### src/rtl/muldiv_sequencer_pkg.sv
// rtl/muldiv_sequencer_pkg.sv - M-op codes, FSM states and operand signedness helpers
package muldiv_sequencer_pkg;

  typedef enum logic [2:0] {
    F_MUL    = 3'b000,
    F_MULH   = 3'b001,
    F_MULHSU = 3'b010,
    F_MULHU  = 3'b011,
    F_DIV    = 3'b100,
    F_DIVU   = 3'b101,
    F_REM    = 3'b110,
    F_REMU   = 3'b111
  } func3_e;

  typedef enum logic [1:0] {
    S_IDLE = 2'd0,
    S_RUN  = 2'd1,
    S_FIX  = 2'd2,
    S_DONE = 2'd3
  } state_e;

  // MUL is run unsigned: its low word matches the signed product.
  function automatic logic a_signed(input logic [2:0] f);
    return (f == F_MULH) || (f == F_MULHSU) || (f == F_DIV) || (f == F_REM);
  endfunction

  function automatic logic b_signed(input logic [2:0] f);
    return (f == F_MULH) || (f == F_DIV) || (f == F_REM);
  endfunction

endpackage

### src/rtl/muldiv_datapath.sv
// rtl/muldiv_datapath.sv - shift-add multiply / restoring divide registers and result fixup
module muldiv_datapath #(
  parameter int XLEN = 32
) (
  input  logic            clk,
  input  logic            rst_n,
  input  logic            load,
  input  logic            step,
  input  logic            fix,
  input  logic            fast,
  input  logic            is_div,
  input  logic            is_rem,
  input  logic            hi_sel,
  input  logic            sign_a,
  input  logic            sign_b,
  input  logic [XLEN-1:0] mag_a,
  input  logic [XLEN-1:0] mag_b,
  input  logic [XLEN-1:0] fast_val,
  output logic [XLEN-1:0] result
);

  // hi: product high half / remainder; lo: multiplier+product low / dividend+quotient
  logic [XLEN-1:0]   hi, lo, bq;
  logic [XLEN:0]     sum, mul_t, shifted;
  logic [XLEN-1:0]   sub;
  logic              ge;
  logic [2*XLEN-1:0] prod, prod_s;
  logic [XLEN-1:0]   quo_s, rem_s, fixed;

  always_comb begin
    sum     = {1'b0, hi} + {1'b0, bq};
    mul_t   = lo[0] ? sum : {1'b0, hi};
    shifted = {hi, lo[XLEN-1]};
    ge      = shifted >= {1'b0, bq};
    sub     = shifted[XLEN-1:0] - bq;
    prod    = {hi, lo};
    prod_s  = (sign_a ^ sign_b) ? -prod : prod;
    quo_s   = (sign_a ^ sign_b) ? -lo : lo;
    rem_s   = sign_a ? -hi : hi;
    if (is_div)
      fixed = is_rem ? rem_s : quo_s;
    else
      fixed = hi_sel ? prod_s[2*XLEN-1:XLEN] : prod_s[XLEN-1:0];
  end

  always_ff @(posedge clk) begin
    if (!rst_n) begin
      hi     <= '0;
      lo     <= '0;
      bq     <= '0;
      result <= '0;
    end else begin
      if (load) begin
        hi <= '0;
        lo <= mag_a;
        bq <= mag_b;
      end else if (step) begin
        if (is_div) begin
          hi <= ge ? sub : shifted[XLEN-1:0];
          lo <= {lo[XLEN-2:0], ge};
        end else begin
          hi <= mul_t[XLEN:1];
          lo <= {mul_t[0], lo[XLEN-1:1]};
        end
      end
      if (fast)
        result <= fast_val;
      else if (fix)
        result <= fixed;
    end
  end

endmodule

### src/rtl/muldiv_sequencer.sv
// rtl/muldiv_sequencer.sv - multi-cycle RV32M sequencer: FSM, iteration counter, fast paths
module muldiv_sequencer
  import muldiv_sequencer_pkg::*;
#(
  parameter int XLEN = 32
) (
  input  logic            clk,
  input  logic            rst_n,
  input  logic            start,
  input  logic [2:0]      func3,
  input  logic [XLEN-1:0] op_a,
  input  logic [XLEN-1:0] op_b,
  output logic            stall,
  output logic            busy,
  output logic            done,
  output logic [XLEN-1:0] result
);

  localparam int              CW       = $clog2(XLEN);
  localparam logic [CW-1:0]   LAST     = CW'(XLEN - 1);
  localparam logic [XLEN-1:0] MIN_INT  = {1'b1, {(XLEN-1){1'b0}}};
  localparam logic [XLEN-1:0] ALL_ONES = '1;

  state_e          state, state_n;
  logic [CW-1:0]   cnt;
  logic [2:0]      f3_q;
  logic            sign_a_q, sign_b_q;
  logic            load, step, fix, fast;
  logic            neg_a, neg_b, div0, ovf;
  logic [XLEN-1:0] mag_a, mag_b, fast_val;

  always_comb begin
    neg_a    = a_signed(func3) & op_a[XLEN-1];
    neg_b    = b_signed(func3) & op_b[XLEN-1];
    mag_a    = neg_a ? -op_a : op_a;
    mag_b    = neg_b ? -op_b : op_b;
    div0     = func3[2] && (op_b == '0);
    ovf      = ((func3 == F_DIV) || (func3 == F_REM)) && (op_a == MIN_INT) && (op_b == ALL_ONES);
    // func3[1] distinguishes REM/REMU from DIV/DIVU
    fast_val = div0 ? (func3[1] ? op_a : ALL_ONES) : (func3[1] ? '0 : MIN_INT);
  end

  always_comb begin
    state_n = state;
    load    = 1'b0;
    step    = 1'b0;
    fix     = 1'b0;
    fast    = 1'b0;
    case (state)
      S_IDLE: if (start) begin
        load = 1'b1;
        if (div0 || ovf) begin
          fast    = 1'b1;
          state_n = S_DONE;
        end else begin
          state_n = S_RUN;
        end
      end
      S_RUN: begin
        step = 1'b1;
        if (cnt == LAST) state_n = S_FIX;
      end
      S_FIX: begin
        fix     = 1'b1;
        state_n = S_DONE;
      end
      S_DONE:  state_n = S_IDLE;
      default: state_n = S_IDLE;
    endcase
  end

  always_ff @(posedge clk) begin
    if (!rst_n) begin
      state    <= S_IDLE;
      cnt      <= '0;
      f3_q     <= '0;
      sign_a_q <= 1'b0;
      sign_b_q <= 1'b0;
      busy     <= 1'b0;
      done     <= 1'b0;
    end else begin
      state <= state_n;
      busy  <= (state_n != S_IDLE);
      done  <= (state_n == S_DONE);
      if (load) begin
        cnt      <= '0;
        f3_q     <= func3;
        sign_a_q <= neg_a;
        sign_b_q <= neg_b;
      end else if (step) begin
        cnt <= cnt + 1'b1;
      end
    end
  end

  assign stall = start & ~done;

  muldiv_datapath #(.XLEN(XLEN)) u_datapath (
    .clk      (clk),
    .rst_n    (rst_n),
    .load     (load),
    .step     (step),
    .fix      (fix),
    .fast     (fast),
    .is_div   (f3_q[2]),
    .is_rem   (f3_q[1]),
    .hi_sel   (f3_q != F_MUL),
    .sign_a   (sign_a_q),
    .sign_b   (sign_b_q),
    .mag_a    (mag_a),
    .mag_b    (mag_b),
    .fast_val (fast_val),
    .result   (result)
  );

endmodule

### config.mk
export PLATFORM = sky130hd
export DESIGN_NAME = muldiv_sequencer
export DESIGN_NICKNAME = d
export VERILOG_FILES = /design/src/rtl/muldiv_sequencer_pkg.sv /design/src/rtl/muldiv_datapath.sv /design/src/rtl/muldiv_sequencer.sv
export SDC_FILE = /design/constraint.sdc
export NUM_CORES = 1
export LEC_CHECK = 0
export BUFFER_PORTS_ARGS = -buffer_cell sky130_fd_sc_hd__buf_2
export CAP_MARGIN = 20
export CORE_MARGIN = 3
export CORE_UTILIZATION = 44
export CTS_CLUSTER_DIAMETER = 80
export DETAILED_ROUTE_END_ITERATION = 16
export GPL_ROUTABILITY_DRIVEN = 0
export PLACE_DENSITY_LB_ADDON = 0.25
export SLEW_MARGIN = 20
export SYNTH_ARGS = -nofsm -noshare
export SYNTH_HDL_FRONTEND = slang
export SYNTH_HIERARCHICAL = 1
export SYNTH_SLANG_ARGS = --single-unit
export TNS_END_PERCENT = 50
### constraint.sdc
create_clock -name clk -period 11.8 [get_ports clk]
set_clock_uncertainty 0.1 [all_clocks]
set_input_delay 3.54 -clock clk [delete_from_list [all_inputs] [get_ports clk]]
set_output_delay 3.54 -clock clk [all_outputs]
set_load 0.02 [all_outputs]
==> impl_results.md, run 1 <==
* Max-slew violation count at 0
* Final wirelength at 53.3 mm
* CTS Buf Count at 17
* Post-Syn Area per Cell at between 7 and 8 um2
* Largest family of logic cells by synthesized area: compound AO/OA/AOI/OAI gates
* Register area at between 2000 and 3000 um2
* CTS hold repair buffers at 0
* Initial Util at 0.448
* Type of origin of the critical path: input pin
* Multi-input logic area at around 11,000 um2
* Crit share post-route at 0.641
* Max incr delay on CP at roughly 0.17 ns
* IO Pins at 105
* Dominant cells by area after synthesis: dfxtp_1, xnor2_1, a21oi_1, nor2_1, ha_1
* Simple-gate share of the synthesized area at 0.229
* Via count at 16.1k
* Pre-antenna DRT Iters at 5
* Kind of critical path: in -> out
* Adder-cell share of the synthesized area at 0.0617
* Multiplexer share of the synthesized area at 0.0608
* Hold Slack at 0.359 ns
* Filler instances at roughly 3.5k
* Delay-heaviest family, CP: buffers and inverters
* Number of routed nets with antenna violations at 0
* Pwr/cell area at approximately 110 nW/um2
* CP max FO at 3
* Min Tclk post-route at between 7 and 8 ns
* Synth unique cells at between 80 and 90
* Achievable Freq at 132 MHz
* Area growth from synthesis to layout at 7.79%
* Die area at 36,500 um2
* Layout cells sized above 1 at 0.0952
* Setup TNS Final at 0 ns
* Max-cap viol count at 0
* PnR Total Power at roughly 1800 uW
* First-pass GRT wire length at 83.0 mm
* Dpl cell area at approximately 16,000 um2
* Vias per inst at around 6.3
* Largest net degree at the start of global routing at 74
* Root buf cell: clkbuf_16
* CP Capture Type: output port
* Port bufs at approximately 100
* Vias in the first global route at roughly 15k
* Worst Path Required at roughly 8.2 ns
* Critical path arrival at between 3 and 4 ns
* Synth Cell Area at 15,100 um2
* Cell taking the most area after synthesis: dfxtp_1
* Most frequent cell after synthesis: nor2_1
* Initial antenna violation count at 1
* Synth Area in Compound Gates at 0.276
* Sink Count at about 140
* Status: finished, final reports clean
* Slew HR at 0.211
* Xor/xnor share of the synthesized area at 0.117
* Post-synth ARST share at 0
* Top FF cell, synth: dfxtp_1
* Overflow after GRT at 0
* Flops & latches, synth at ~140
* CP bufs+invs at 2
* Hold Fails Final Rpt at 0
* Most used cell, CP: buf_2
* Number of flops mapped to enable cells by yosys at 0
* DR iter-0 viols at roughly 1.5k
* Clk slew on worst S/H paths at around 0.060 ns
* H-tree depth at 4
* Sequential area share after synthesis at 0.189
* Leakage power total at ~0.0066 uW
* Post_cts resized at 0
* Die W at roughly 190 um
* Post-synth net total at ~2.3k
* Detail Placement HPWL at ~40 mm
* TritonCTS clock tree: done
* Die H at ~190 um
* Least-Margin Pin Slew at between 1 and 1.5 ns
* DRC at 0
* Core Footprint at between 30,000 and 40,000 um2
* RSZ-0062 raised after global routing: no
* Post-Syn Instances at approximately 2.1k
* Yosys warning count at 6
* Final Cell Area at 16,200 um2
* Yosys top cell area share at 0.189
* Clock Path Buffers at 2
* Post-CTS Setup Bufs at 0
* Total Routing Usage GR at 0.285
* # setup viols final at 0
* Rows at 67
* Skew-Pair Late Insertion Delay at roughly 0.44 ns
* Top post-synthesis cells by count: nor2_1, a21oi_1, nand2_1
* Max rail drop VDD at slightly above 100 uV
* CP cell instances: buf_2, nor2b_1, buf_2
* Layout Nets at around 2.2k
* Worst Hold Class: reg -> reg
* Slowest cell on the critical path: buf_2
* WL/cell at approximately 21 um
==> logic make-up after synthesis <==
family	Yosys count
XOR/XNOR	201
AND/OR/NAND/NOR	714
AO/OA/AOI/OAI	646
flip-flops	142
adder cells (fa/ha/maj)	73
multiplexers	91
buffers and inverters	260
==> registers in the layout (all words and copies together) (netlist names) <==
signal	flops
sign_a_q	1
u_datapath/bq	32
state	2
sign_b_q	1
u_datapath/result	32
u_datapath/hi	32
busy	1
cnt	5
f3_q	3
u_datapath/lo	32
done	1
==> report_power, final <==
group | internal (uW) | leakage (uW) | switching (uW)
Clock | 320 | 0.000270 | 224
Combinational | 247 | 0.00521 | 422
Sequential | 505 | 0.00116 | 57.9
==> layer usage <==
layer	vias to the layer above	track usage	wire, um
li1	7643	-	-
met1	7496	0.384	22900
met2	838	0.455	23500
met3	126	0.0370	4430
met4	2	0.123	2410
met5	-	0	13
==> final cells by class <==
cell class	instances	share of cell area
Sequential cell	142	0.175
Clock inverter	10	0.00725
Tap cell	448	0.0345
Antenna cell	1	0.000154
Inverter	88	0.0205
Clock buffer	20	0.0281
Timing Repair Buffer	126	0.0423
Multi-Input combinational cell	1725	0.692
==> worst paths after layout <==
path                                                      from                              to  slack, ns  cells after the start
worst max-delay path                                     start                           stall       4.24                      3
worst min-delay path                       cnt[4]$_SDFFE_PP0P_             cnt[4]$_SDFFE_PP0P_       0.36                      2
worst max register to register  u_datapath/lo[31]$_SDFFE_PN0P_  u_datapath/hi[26]$_SDFFE_PP0P_       7.19                     12
worst min register to register             cnt[4]$_SDFFE_PP0P_             cnt[4]$_SDFFE_PP0P_       0.36                      2
==> stage by stage <==
| stage | utilization | std cells | setup WS (ns) |
|---|---|---|---|
| 6_report | 0.483 | 2560 | 4.24 |
| 3_3_place_gp | 0.466 | 2529 | 4.24 |
| 4_1_cts | 0.483 | 2559 | 4.23 |
| 2_1_floorplan | - | 2127 | 4.29 |
| 5_1_grt | 0.483 | 2559 | 4.19 |
| 3_5_place_dp | 0.466 | 2529 | 4.23 |
==> cells in the final DEF, fill, tap and decap left out, types with 6 or more instances in the layout <==
cell	Yosys	routed
o31ai_1	31	31
and2_1	9	9
nor3_1	56	56
buf_4	2	22
a211oi_1	58	58
buf_2	3	104
a21boi_0	8	8
xnor2_1	121	120
a21oi_1	201	201
nand4_1	30	30
a22o_1	7	7
o21ai_0	128	128
o21a_1	11	11
ha_1	71	71
dfxtp_1	142	141
or2_2	8	8
a21o_1	31	31
nand2b_1	10	10
o311ai_0	6	6
nand3_1	34	34
mux2i_1	87	87
o221ai_1	7	7
a31o_2	6	6
nand2_1	174	174
or3_1	20	20
xor2_1	80	79
or4_1	13	13
o211ai_1	16	16
o41ai_1	10	10
nor2_1	247	247
and3_1	26	26
inv_1	85	84
nor3b_1	7	7
o21bai_1	10	10
nor2b_1	28	27
a31oi_1	37	37
nor4_1	28	28
a221oi_1	11	11
clkbuf_16	0	17
==> worst min-delay path: cells and delay by family, from the launching register on <==
family,cells,cell delay (ns)
flip-flops,1,0.31
AO/OA/AOI/OAI,1,0.05
AND/OR/NAND/NOR,1,0.05
Power figures use the tool's default switching activity.
==> inputs of run 2 (changes only) <==
--- a/config.mk
+++ b/config.mk
@@ -5,6 +5,7 @@
 export SDC_FILE = /design/constraint.sdc
 export NUM_CORES = 1
 export LEC_CHECK = 0
+export ABC_AREA = 1
 export BUFFER_PORTS_ARGS = -buffer_cell sky130_fd_sc_hd__buf_2
 export CAP_MARGIN = 20
 export CORE_MARGIN = 3
==> constraint.sdc (replaced) <==
create_clock -name clk -period 6.5 [get_ports clk]
set_clock_uncertainty 0.1 [all_clocks]
set_input_delay 1.95 -clock clk [delete_from_list [all_inputs] [get_ports clk]]
set_output_delay 1.95 -clock clk [all_outputs]
set_load 0.02 [all_outputs]
==> run 2 against run 1 <==
  * Combinational power increased to 2.7 times the previous value
  * Critical path depth is 1 higher
  * Area after synthesis increased by 15%
  * Setup slack got worse by 2.1 ns
  * Clock power rose by 91%
  * Cell count increased by 48%
  * Worst hold slack improved by 0.0049 ns
  * Synthesized cell count rose by 52%
  * Count of clock-buffer cells in the layout down 3
  * Core utilization barely moved
  * Sequential share of layout area down 2.3 points
  * Critical endpoint unchanged
==> impl_results.md, run 2 <==
* Synth Area in Compound Gates at 0.173 (-0.104)
* Post-Syn Instances at 3,225 (+52%)
* Via count at 21.9k (+36%)
* Hold Fails Final Rpt at 0 (unchanged)
* Die W at 204 um (+7.0%)
* Min-Delay Path Depth at 2 (unchanged)
* Initial antenna violation count at 0 (-1)
* Setup TNS Final at 0 ns (unchanged)
* Yosys top cell area share at 0.215 (+0.0265)
* Number of flops mapped to enable cells by yosys at 0 (unchanged)
* Largest net degree at the start of global routing at 80 (+8.1%)
* Clock Path Buffers at 2 (unchanged)
* CP max FO at 2 (-1)
* DRC at 0 (unchanged)
* Final wirelength at 69.8 mm (+31%)
* Slowest cell on the critical path: buf_2
* First-pass GRT wire length at 108 mm (+31%)
* Layout cells sized above 1 at 0.0675 (-0.0277)
* Critical path arrival at 2.31 ns (-1.61 ns)
* Max-slew violation count at 0 (unchanged)
* Leakage power total at 0.00936 uW (+41%)
* Worst Hold Class: reg -> reg
* Flops & latches, synth at 142 (unchanged)
* Post-CTS Setup Bufs at 0 (unchanged)
* Xor/xnor share of the synthesized area at 0.0481 (-0.0689)
* Post_cts resized at 0 (unchanged)
* Post-synth ARST share at 0 (unchanged)
* Dominant cells by area after synthesis: nand2_1, dfxtp_1, nand3_1, nor2_1, inv_1
* Initial Util at 0.447 (-0.000909)
* Synth unique cells at 47 (-43%)
* Pint at 2010 uW (+87%)
* Vias per inst at 5.79 (-7.9%)
* CTS hold repair buffers at 0 (unchanged)
* Achievable Freq at 229 MHz
* Vias in the first global route at 19.9k (+34%)
* Delay-heaviest family, CP: buffers and inverters
* Clk slew on worst S/H paths at 0.07 ns (about the same)
* CP cell instances: buf_2, inv_1, nor2_1, buf_2
* Skew-Pair Late Insertion Delay at 0.46 ns (+0.02 ns)
* Port bufs at 104 (unchanged)
* Sw Share at 0.486 (+0.0891)
* Max rail drop VDD at 217 uV (+110%)
* Detail Placement HPWL at 54.6 mm (+36%)
* Yosys warning count at 6 (unchanged)
* DR iter-0 viols at 3,028 (+100%)
* IO Pins at 105 (unchanged)
* Clock power frac at 0.266 (-0.040)
* Area growth from synthesis to layout at 7.97%
* Worst Path Required at 4.45 ns (-3.71 ns)
* Kind of critical path: in -> out
* Number of diodes at 0 (-1)
* Commonest non-fill, non-tap cell in the layout: nand2_1
* Root buf cell: clkbuf_16
* Simple-gate share of the synthesized area at 0.439 (+0.210)
* Endpoint of the worst hold path: u_datapath/result[19]$_SDFFE_PN0P_
* WL/cell at 18.5 um (-11%)
* Adder-cell share of the synthesized area at 0.0536 (-0.00804)
* Core Footprint at 38,700 um2 (+15%)
* Sequential share of power at 0.265 (-0.052)
* Number of routed nets with antenna violations at 0 (unchanged)
* Multiplexer share of the synthesized area at 0 (-0.0608)
* # setup viols final at 0 (unchanged)
* Most frequent cells in the layout: nand2_1, nor2_1, inv_1
* Layout Nets at 3,390 (+51%)
* Die H at 204 um (+7.0%)
* Psw at 1890 uW (+170%)
* Die area at 41,800 um2 (+15%)
* CTS Buf Count at 17 (unchanged)
* RR Startpoint: u_datapath/lo[31]$_SDFFE_PN0P_
* Status: finished, final reports clean
* Sequential area share after synthesis at 0.164 (-0.0246)
* CP Capture Type: output port
* Sink Count at 142 (unchanged)
* H-tree depth at 4 (unchanged)
* FF-to-FF path depth at 12 (unchanged)
* Cell taking the most area after synthesis: nand2_1
* Crit share post-route at 0.671
* Pre-antenna DRT Iters at 8 (+3)
* TritonCTS clock tree: done
* Combinational power share at 0.469 (+0.092)
* Slew HR at 0.260 (+0.0486)
* Post-Syn Area per Cell at 5.37 um2 (-24%)
* Least-Margin Pin Slew at 1.11 ns (-0.0685 ns)
* Most frequent cell after synthesis: nand2_1
* Pwr/cell area at 209 nW/um2 (+90%)
* Type of origin of the critical path: input pin
* Synth Cell Area at 17,300 um2 (+15%)
* RSZ-0062 raised after global routing: no
* Overflow after GRT at 0 (unchanged)
* Crit Reg-Reg Endpoint: u_datapath/lo[0]$_SDFFE_PN0P_
* Post-synth net total at 3,368 (+48%)
* Max-cap viol count at 0 (unchanged)
* Total Routing Usage GR at 0.327 (+0.0425)
* Min Tclk post-route at ~4.4 ns
* Top FF cell, synth: dfxtp_1
* Largest family of logic cells by synthesized area: simple AND/OR/NAND/NOR gates
* PnR Total Power at 3900 uW (+120%)
* Top post-synthesis cells by count: nand2_1, nor2_1, inv_1
* Max incr delay on CP at 0.16 ns (about the same)
* Min-delay src: u_datapath/result[19]$_SDFFE_PN0P_
* Reg2Reg Setup Slack at 2.61 ns (-4.58 ns)
* CP bufs+invs at 3 (+1)
* Rows at 72 (+7.5%)
* Most used cell, CP: buf_2
-- run 2: metrics by stage --
stage	area [um2]	util	setup slack, ns	cells	hold WS (ns)
final	18700	0.483	2.14	3778	0.364
after global routing	18700	0.483	2.06	3778	0.386
after CTS	18700	0.482	2.13	3777	0.365
after detailed placement	18100	0.467	1.81	3745	0.355
after global placement	18100	0.467	1.89	3745	0.350
after floorplan	17300	-	2.20	3225	0.345
-- run 2: worst min-delay path, cell delays in order, from the launching register on --
cell and delay [ns]:
dfxtp_1 0.31, nand2_1 0.06, a21oi_1 0.05
-- run 2: worst max-delay path by stage --
stage	from	to	slack, ns	cells after the start
after global placement	op_b[0]	u_datapath/result[16]$_SDFFE_PN0P_	1.89	15
after detailed placement	op_a[0]	u_datapath/result[7]$_SDFFE_PN0P_	1.81	15
after CTS	start	stall	2.13	4
after floorplan	start	stall	2.20	2
after global routing	op_b[0]	u_datapath/result[30]$_SDFFE_PN0P_	2.06	14
final	start	stall	2.14	4
-- run 2: cell type report --
cell class / instances / area, um2
clock buffers: 17 / 425
multi-input cells: 2549 / 12400
fillers: 4266 / 20000
inverters: 414 / 1550
flip-flops and latches: 142 / 2850
repair buffers: 123 / 683
well taps: 518 / 648
clock inverters: 15 / 170
-- run 2: kinds of logic (layout without fill, tap and decap cells) --
| family | after synthesis | after routing |
|---|---|---|
| buffers and inverters | 534 | 569 |
| adder cells (fa/ha/maj) | 73 | 73 |
| AO/OA/AOI/OAI | 547 | 547 |
| XOR/XNOR | 95 | 95 |
| flip-flops | 142 | 142 |
| AND/OR/NAND/NOR | 1834 | 1834 |
-- run 2: power groups by stage --
| stage | clock network (uW) | logic (uW) | registers, uW |
|---|---|---|---|
| 3_3_place_gp | 0 | 1730 | 1050 |
| 2_1_floorplan | 0 | 1280 | 993 |
| 5_1_grt | 1080 | 2010 | 1040 |
| 6_report | 1040 | 1830 | 1030 |
| 4_1_cts | 1040 | 1750 | 1030 |
| 3_5_place_dp | 0 | 1740 | 1050 |
-- run 2: routing by layer --
layer	global-route usage	vias up	routed length [um]
met4	0.160	0	3870
li1	-	10400	-
met2	0.484	1397	28300
met5	0	-	0
met3	0.0828	244	8910
met1	0.442	9801	28700
